==> src/rtl/hba_pkg.sv <==
// hba_pkg: shared definitions for the HBA register slave.
// FSM state encoding, default bus widths and abus field placement.
package hba_pkg;

  // Default geometry of a peripheral slot on the HBA bus
  localparam int unsigned HBA_DEF_DBUS_WIDTH        = 8;
  localparam int unsigned HBA_DEF_PERIPH_ADDR_WIDTH = 4;
  localparam int unsigned HBA_DEF_REG_ADDR_WIDTH    = 8;
  localparam int unsigned HBA_DEF_NUM_WREGS         = 4;
  localparam int unsigned HBA_DEF_NUM_RREGS         = 2;

  // abus = {slot, reg}: register field starts at bit 0, slot sits directly above it
  localparam int unsigned HBA_REG_FIELD_LSB = 0;

  // Transfer handshake states
  typedef enum logic [1:0] {
    HBA_IDLE       = 2'd0,
    HBA_ACK        = 2'd1,
    HBA_WAIT_DESEL = 2'd2
  } hba_state_e;

endpackage

==> src/rtl/hba_xfer_ctrl.sv <==
// hba_xfer_ctrl: slot decode and IDLE/ACK/WAIT_DESEL handshake FSM.
// xfer_go pulses for the single cycle in which a request is accepted, with
// xfer_rnw/xfer_reg valid alongside it; ack_rnw/ack_reg hold the accepted
// request's direction and index while xfer_ack is high.
module hba_xfer_ctrl
  import hba_pkg::*;
#(
  parameter int unsigned PERIPH_ADDR       = 0,
  parameter int unsigned PERIPH_ADDR_WIDTH = HBA_DEF_PERIPH_ADDR_WIDTH,
  parameter int unsigned REG_ADDR_WIDTH    = HBA_DEF_REG_ADDR_WIDTH
) (
  input  logic                                      clk,
  input  logic                                      reset,
  input  logic                                      hba_select,
  input  logic                                      hba_rnw,
  input  logic [PERIPH_ADDR_WIDTH+REG_ADDR_WIDTH-1:0] hba_abus,
  output logic                                      xfer_go,
  output logic                                      xfer_rnw,
  output logic [REG_ADDR_WIDTH-1:0]                 xfer_reg,
  output logic                                      xfer_ack,
  output logic                                      ack_rnw,
  output logic [REG_ADDR_WIDTH-1:0]                 ack_reg
);

  localparam logic [PERIPH_ADDR_WIDTH-1:0] MY_SLOT = PERIPH_ADDR_WIDTH'(PERIPH_ADDR);

  hba_state_e                state_q, state_d;
  logic                      ack_q, ack_d;
  logic                      ack_rnw_q, ack_rnw_d;
  logic [REG_ADDR_WIDTH-1:0] ack_reg_q, ack_reg_d;
  logic [PERIPH_ADDR_WIDTH-1:0] slot;
  logic                      slot_hit;

  // Field extraction and request acceptance
  always_comb begin
    slot     = hba_abus[HBA_REG_FIELD_LSB+REG_ADDR_WIDTH +: PERIPH_ADDR_WIDTH];
    xfer_reg = hba_abus[HBA_REG_FIELD_LSB +: REG_ADDR_WIDTH];
    xfer_rnw = hba_rnw;
    slot_hit = (slot == MY_SLOT);
    xfer_go  = (state_q == HBA_IDLE) && hba_select && slot_hit;
  end

  // Next-state and registered-output computation
  always_comb begin
    state_d   = state_q;
    ack_d     = 1'b0;
    ack_rnw_d = ack_rnw_q;
    ack_reg_d = ack_reg_q;
    case (state_q)
      HBA_IDLE: begin
        if (xfer_go) begin
          state_d   = HBA_ACK;
          ack_d     = 1'b1;
          ack_rnw_d = hba_rnw;
          ack_reg_d = xfer_reg;
        end
      end
      HBA_ACK:        state_d = HBA_WAIT_DESEL;
      HBA_WAIT_DESEL: if (!hba_select) state_d = HBA_IDLE;
      default:        state_d = HBA_IDLE;
    endcase
  end

  // FSM state and registered outputs, synchronous active-low reset
  always_ff @(posedge clk) begin
    if (!reset) begin
      state_q   <= HBA_IDLE;
      ack_q     <= 1'b0;
      ack_rnw_q <= 1'b0;
      ack_reg_q <= '0;
    end else begin
      state_q   <= state_d;
      ack_q     <= ack_d;
      ack_rnw_q <= ack_rnw_d;
      ack_reg_q <= ack_reg_d;
    end
  end

  assign xfer_ack = ack_q;
  assign ack_rnw  = ack_rnw_q;
  assign ack_reg  = ack_reg_q;

endmodule

==> src/rtl/hba_reg_slave.sv <==
// hba_reg_slave: HBA bus responder with writable control registers and
// peripheral-driven read-only status registers.
// Optional feature macro: HBA_REG_SLAVE_INTR_EN (status-change interrupt).
module hba_reg_slave
  import hba_pkg::*;
#(
  parameter int unsigned PERIPH_ADDR       = 0,
  parameter int unsigned DBUS_WIDTH        = HBA_DEF_DBUS_WIDTH,
  parameter int unsigned PERIPH_ADDR_WIDTH = HBA_DEF_PERIPH_ADDR_WIDTH,
  parameter int unsigned REG_ADDR_WIDTH    = HBA_DEF_REG_ADDR_WIDTH,
  parameter int unsigned NUM_WREGS         = HBA_DEF_NUM_WREGS,
  parameter int unsigned NUM_RREGS         = HBA_DEF_NUM_RREGS
) (
  input  logic                                        clk,
  input  logic                                        reset,
  input  logic                                        hba_rnw,
  input  logic                                        hba_select,
  input  logic [PERIPH_ADDR_WIDTH+REG_ADDR_WIDTH-1:0] hba_abus,
  input  logic [DBUS_WIDTH-1:0]                       hba_dbus,
  output logic                                        hba_xferack_slave,
  output logic [DBUS_WIDTH-1:0]                       hba_dbus_slave,
  output logic                                        hba_interrupt_slave,
  output logic [NUM_WREGS*DBUS_WIDTH-1:0]             wreg_out,
  output logic [NUM_WREGS-1:0]                        wr_strobe,
  input  logic [NUM_RREGS*DBUS_WIDTH-1:0]             rreg_in
);

  logic                      xfer_go;
  logic                      xfer_rnw;
  logic [REG_ADDR_WIDTH-1:0] xfer_reg;
  logic                      xfer_ack;
  logic                      ack_rnw;
  logic [REG_ADDR_WIDTH-1:0] ack_reg;

  logic [NUM_WREGS-1:0][DBUS_WIDTH-1:0] wreg_q, wreg_d;
  logic [NUM_WREGS-1:0]                 strobe_q, strobe_d;
  logic [DBUS_WIDTH-1:0]                rdata_q, rdata_d;

  hba_xfer_ctrl #(
    .PERIPH_ADDR      (PERIPH_ADDR),
    .PERIPH_ADDR_WIDTH(PERIPH_ADDR_WIDTH),
    .REG_ADDR_WIDTH   (REG_ADDR_WIDTH)
  ) u_xfer_ctrl (
    .clk       (clk),
    .reset     (reset),
    .hba_select(hba_select),
    .hba_rnw   (hba_rnw),
    .hba_abus  (hba_abus),
    .xfer_go   (xfer_go),
    .xfer_rnw  (xfer_rnw),
    .xfer_reg  (xfer_reg),
    .xfer_ack  (xfer_ack),
    .ack_rnw   (ack_rnw),
    .ack_reg   (ack_reg)
  );

  // Register write, strobe and read-mux selection on request acceptance;
  // unmatched indices fall through to "no write, read zero"
  always_comb begin
    wreg_d   = wreg_q;
    strobe_d = '0;
    rdata_d  = '0;
    if (xfer_go) begin
      for (int unsigned i = 0; i < NUM_WREGS; i++) begin
        if (xfer_reg == REG_ADDR_WIDTH'(i)) begin
          if (xfer_rnw) begin
            rdata_d = wreg_q[i];
          end else begin
            wreg_d[i]   = hba_dbus;
            strobe_d[i] = 1'b1;
          end
        end
      end
      for (int unsigned j = 0; j < NUM_RREGS; j++) begin
        if (xfer_rnw && (xfer_reg == REG_ADDR_WIDTH'(NUM_WREGS + j))) begin
          rdata_d = rreg_in[j*DBUS_WIDTH +: DBUS_WIDTH];
        end
      end
    end
  end

  // Register bank, write strobes and read data register
  always_ff @(posedge clk) begin
    if (!reset) begin
      wreg_q   <= '0;
      strobe_q <= '0;
      rdata_q  <= '0;
    end else begin
      wreg_q   <= wreg_d;
      strobe_q <= strobe_d;
      rdata_q  <= rdata_d;
    end
  end

  assign hba_xferack_slave = xfer_ack;
  assign hba_dbus_slave    = rdata_q;
  assign wreg_out          = wreg_q;
  assign wr_strobe         = strobe_q;

`ifdef HBA_REG_SLAVE_INTR_EN
  localparam logic [REG_ADDR_WIDTH-1:0] RO_LO = REG_ADDR_WIDTH'(NUM_WREGS);
  localparam logic [REG_ADDR_WIDTH-1:0] RO_HI = REG_ADDR_WIDTH'(NUM_WREGS + NUM_RREGS);

  logic [NUM_RREGS*DBUS_WIDTH-1:0] snap_q, snap_d;
  logic                            pend_q, pend_d;
  logic                            ro_read_ack;

  // Sticky change flag; a change at the clearing edge keeps it set
  always_comb begin
    ro_read_ack = xfer_ack && ack_rnw && (ack_reg >= RO_LO) && (ack_reg < RO_HI);
    snap_d      = rreg_in;
    pend_d      = pend_q;
    if (rreg_in != snap_q) begin
      pend_d = 1'b1;
    end else if (ro_read_ack) begin
      pend_d = 1'b0;
    end
  end

  // Snapshot loads the live status during reset so release raises no interrupt
  always_ff @(posedge clk) begin
    if (!reset) begin
      snap_q <= rreg_in;
      pend_q <= 1'b0;
    end else begin
      snap_q <= snap_d;
      pend_q <= pend_d;
    end
  end

  assign hba_interrupt_slave = pend_q;
`else
  logic unused_ack_info;
  assign unused_ack_info     = ^{ack_rnw, ack_reg};
  assign hba_interrupt_slave = 1'b0;
`endif

endmodule
==> config.mk <==
export PLATFORM = sky130hd
export DESIGN_NAME = hba_reg_slave
export DESIGN_NICKNAME = d
export VERILOG_FILES = /design/src/rtl/hba_pkg.sv /design/src/rtl/hba_xfer_ctrl.sv /design/src/rtl/hba_reg_slave.sv
export SDC_FILE = /design/constraint.sdc
export NUM_CORES = 1
export LEC_CHECK = 0
export CAP_MARGIN = 25
export CORE_ASPECT_RATIO = 2
export CORE_UTILIZATION = 46
export DETAILED_ROUTE_END_ITERATION = 6
export PLACE_DENSITY = 0.85
export SKIP_CTS_REPAIR_TIMING = 1
export SYNTH_ARGS = -nofsm -noshare
export SYNTH_HDL_FRONTEND = slang
export SYNTH_SLANG_ARGS = --single-unit
==> constraint.sdc <==
create_clock -name clk -period 2.8 [get_ports clk]
set_clock_uncertainty 0.15 [all_clocks]
set_input_delay 0.56 -clock clk [delete_from_list [all_inputs] [get_ports clk]]
set_output_delay 0.56 -clock clk [all_outputs]
set_load 0.02 [all_outputs]
Yosys cells after proc, flatten, opt, wreduce, memory -nomap -nowiden
Cells that the tools add are included.
- output and inout bits: 46
- input bits: 40
- logic and storage cells: 54
- register bits: 47
- multiplexer cells: 15
- eq/ne operators: 9
- bitwise operators: 1
- reductions and logical operators: 18
- operators with widths (operator ; count):
    8-bit two-way mux ; 10
    3-bit AND reduction ; 8
    8-bit by 2-bit equality test with 1-bit output, second input constant ; 2
    8-bit by 3-bit equality test with 1-bit output, second input constant ; 2
    8-bit by 1-bit equality test with 1-bit output, second input constant ; 1
    8-bit zero test ; 1
    2-bit one-hot mux with 3 select lines ; 1
    2-bit AND reduction ; 3
    1-bit logical AND ; 4
    4-bit zero test ; 1
    2-bit two-way mux ; 2
    2-bit by 1-bit equality test with 1-bit output, second input constant ; 1
    2-bit equality test, second input constant ; 1
    2-bit zero test ; 1
    1-bit two-way mux ; 2
    2-bit by 1-bit != test with 1-bit output, second input constant ; 1
    2-bit != test, second input constant ; 1
    1-bit NOT ; 1

Logic depth before layout (Yosys ltp)
- depth after elaboration: 10
- gate-level depth with buffers: 6
- mapped depth without buffers: 4

By module
From an unflattened synthesis, not the netlist that was laid out.
- cells, all modules: 255
- area, all modules: 2523.7 µm²
- by module, submodules not included (module ; seq. area each (µm²) ; instances ; cells each ; area an instance (µm²)):
    hba_reg_slave ; 880.8 ; 1 ; 197 ; 1969.4
    hba_xfer_ctrl ; 240.2 ; 1 ; 58 ; 554.3

Least setup slack after synthesis
Ideal clock, no wire load.
- path type: input -> register
- start: in hba_abus[5]
- end: reg wreg_q, in the netlist wreg_out[3]
- required time: 2.530 ns
- setup time: 0.120 ns
- buffers on the path: 1
- arrival time: 1.659 ns
- setup slack: 0.871 ns
- cell stages on the path: 5
- path through: nor4_2 > nand4_2 > or3_1 > buf_6 > mux2i_1
- word-level cells in the longest chain between the ends: 2
- RTL lines (element ; line ; source):
    start, declared ; hba_reg_slave.sv:18 ; input logic [PERIPH_ADDR_WIDTH+REG_ADDR_WIDTH-1:0] hba_abus,
    8-bit zero test ; hba_reg_slave.sv:65 ; if (xfer_reg == REG_ADDR_WIDTH'(i)) begin
    3-bit AND reduction (no source line) ; -- ;
    end signal, assigned ; hba_reg_slave.sv:89 ; wreg_q <= wreg_d;
    end, declared ; hba_reg_slave.sv:35 ; logic [NUM_WREGS-1:0][DBUS_WIDTH-1:0] wreg_q, wreg_d;
No other way between the ends.
A chain may end at the register's enable or synchronous reset.

Final worst setup path
- start: in hba_abus[5]
- end: reg wreg_q, in the netlist wreg_out[2]
Same word-level chain as after synthesis.

==> impl_metrics.env <==
export IMPL_synthTopCellsByCount="dfxtp_1 (47), mux2i_1 (47), nand2_1 (42)"
export IMPL_htree_levels=2
export IMPL_core_area_mm2=0.00438
export IMPL_synthDistinctLibCells=32
export IMPL_crit_required_ns=2.83
export IMPL_max_slew_margin_pct=64.7
export IMPL_p_per_area_mw_per_mm2=386
export IMPL_fin_ws_ns=0.476
export IMPL_dp_hpwl_um=4080
export IMPL_placement_io_buffers=84
export IMPL_synthTopCellsByArea="dfxtp_1 (44%), mux2i_1 (22%), nand2_1 (7.5%)"
export IMPL_drt_iter0_markers=42
export IMPL_dieArea_mm2=0.00489
export IMPL_track_usage_pct=23.3
export IMPL_vias=1854
export IMPL_crit_type="input port to flop"
export IMPL_antenna_found_initial=0
export IMPL_cts_sinks=47
export IMPL_syn_num_nets=255
export IMPL_drc=0
export IMPL_final_period_utilization_pct=83.0
export IMPL_syn_avg_cell_area_um2=9.84
export IMPL_chipWidth_um=50.0
export IMPL_syn_inst=215
export IMPL_root_buffer="clkbuf_8"
export IMPL_synth_ff_type="dfxtp_1"
export IMPL_hold_path_class="flop to flop"
export IMPL_cts_made_buffers=5
export IMPL_rsz0062_at_grt="no"
export IMPL_grt_ovfl_total=0
export IMPL_wl_per_cell_um=15.2
export IMPL_grt_max_degree=44
export IMPL_design_portCount=86
export IMPL_grt_pass1_vias=1891
export IMPL_synth_warnings=0
export IMPL_num_nets_final=339
export IMPL_ir_drop_uv=403
export IMPL_critPathMaxFanout=9
export IMPL_via_per_inst=5.24
export IMPL_worst_pin_slew_ns=0.528
export IMPL_synth_edff_count=0
export IMPL_routabilityCongestion=0.781
export IMPL_synth_top_area_share_pct=44.5
export IMPL_hold_violations=0
export IMPL_grt_pass1_wl_um=8760
export IMPL_yosysSeqAreaShare_pct=44.5
export IMPL_fmax_mhz=430
export IMPL_p_leak_nw=1.16
export IMPL_clk_pin_slew_worst_paths_ns=0.08
export IMPL_wl_um=5380
export IMPL_layout_drive_gt1_share_pct=9.67
export IMPL_cp_data_arrival_time_ns=2.35
export IMPL_cp_end_kind="flop"
export IMPL_cts_tree="yes"
export IMPL_syn_cell_area_mm2=0.00212
export IMPL_start_kind="input port"
export IMPL_yosysTopAreaCell="dfxtp_1"
export IMPL_area_growth_pct=47.5
export IMPL_slew_violations=0
export IMPL_die_h_um=97.9
export IMPL_cts_buffer_depth=2
export IMPL_ys_ff_latch=47
export IMPL_num_rows=34
export IMPL_async_flop_share_pct=0
export IMPL_setup_viol=0
export IMPL_setup_tns_ns=0
export IMPL_max_cap_viol_count=0
export IMPL_detail_route_antenna_nets=0
export IMPL_run_status="finished clean"
export IMPL_period_minus_slack_ns=2.32
export IMPL_start_util_pct=48.3
export IMPL_insertion_delay_ns=0.30
export IMPL_dp_slack_ns=0.145
export IMPL_drt_pass1_iterations=4
export IMPL_antenna_cells=0
==> area by class of cell <==
| type | instances | area (µm²) |
|---|---|---|
| Fill cell | 344 | 1260 |
| Multi-Input combinational cell | 150 | 1100 |
| Sequential cell | 47 | 941 |
| Timing Repair Buffer | 92 | 913 |
| Clock buffer | 5 | 68.8 |
| Tap cell | 54 | 67.6 |
| Clock inverter | 3 | 20.0 |
| Inverter | 3 | 11.3 |
==> sequential cells by signal (all words and copies together) (netlist names) <==
signal / count
hba_dbus_slave: 8
u_xfer_ctrl.state_q: 2
u_xfer_ctrl.xfer_ack: 1
wr_strobe: 4
wreg_out: 32
==> worst paths after layout <==
path / startpoint / end / slack [ns] / depth (start not counted)
setup / recovery: hba_abus[5] / wreg_out[2] / 0.48 / 5
hold / removal: wreg_out[15] / wreg_out[15] / 0.33 / 2
setup reg to reg: u_xfer_ctrl.state_q[0] / wreg_out[2] / 0.82 / 4
hold reg to reg: wreg_out[15] / wreg_out[15] / 0.33 / 2
==> kinds of logic after synthesis <==
family / synth area share [%]
and+or+nand+nor: 18.1
muxes: 26.0
DFF: 44.5
buffers and inverters: 4.08
AOI/OAI and AO/OA: 7.21
other: 0.177
==> report_power, final <==
group	internal, mW	total [mW]	switching, mW
logic	0.0752	0.136	0.0605
registers	0.668	0.669	0.000407
clock network	0.174	0.400	0.226
total	0.917	1.20	0.287
==> layer usage <==
metal / vias to the layer above / share of wire, % / GRT usage (%)
met5: - / 0 / 0
met4: 0 / 2.0 / 10.3
met3: 10 / 4.9 / 4.83
met2: 62 / 55 / 43.2
met1: 870 / 38 / 23.9
li1: 912 / - / -
==> stage by stage <==
stage	hold slack (ns)	utilization [%]	instances	area, µm²	total power [mW]
5_1_grt	0.361	71.2	354	3120	1.26
3_5_place_dp	0.315	69.2	346	3030	0.819
6_report	0.325	71.2	354	3120	1.20
4_1_cts	0.327	71.2	354	3120	1.21
3_3_place_gp	0.305	69.2	346	3030	0.818
2_1_floorplan	0.392	-	215	2120	0.745
==> placed cells by master, fill, tap and decap left out, types with 2 or more instances in the layout <==
| cell | Yosys | final |
|---|---|---|
| a211oi_1 | 5 | 5 |
| a22oi_1 | 5 | 5 |
| and2_1 | 3 | 3 |
| and2_2 | 2 | 2 |
| buf_4 | 1 | 7 |
| clkbuf_8 | 0 | 5 |
| clkdlybuf4s50_1 | 0 | 84 |
| clkinvlp_4 | 0 | 2 |
| dfxtp_1 | 47 | 47 |
| inv_1 | 3 | 3 |
| mux2i_1 | 47 | 47 |
| mux4_2 | 3 | 3 |
| nand2_1 | 42 | 42 |
| nand2b_1 | 2 | 2 |
| nor2_1 | 14 | 14 |
| nor3_1 | 3 | 3 |
| nor3b_2 | 0 | 2 |
| o21ai_0 | 5 | 5 |
| o2bb2ai_1 | 5 | 5 |
==> worst max-delay path, cell delays in order <==
cell and delay (ns):
clkdlybuf4s50_1 0.41, nor4_2 0.36, nand4_2 0.24, or3_1 0.59, mux2i_1 0.19
No activity file was read; power rests on OpenSTA's default activity.
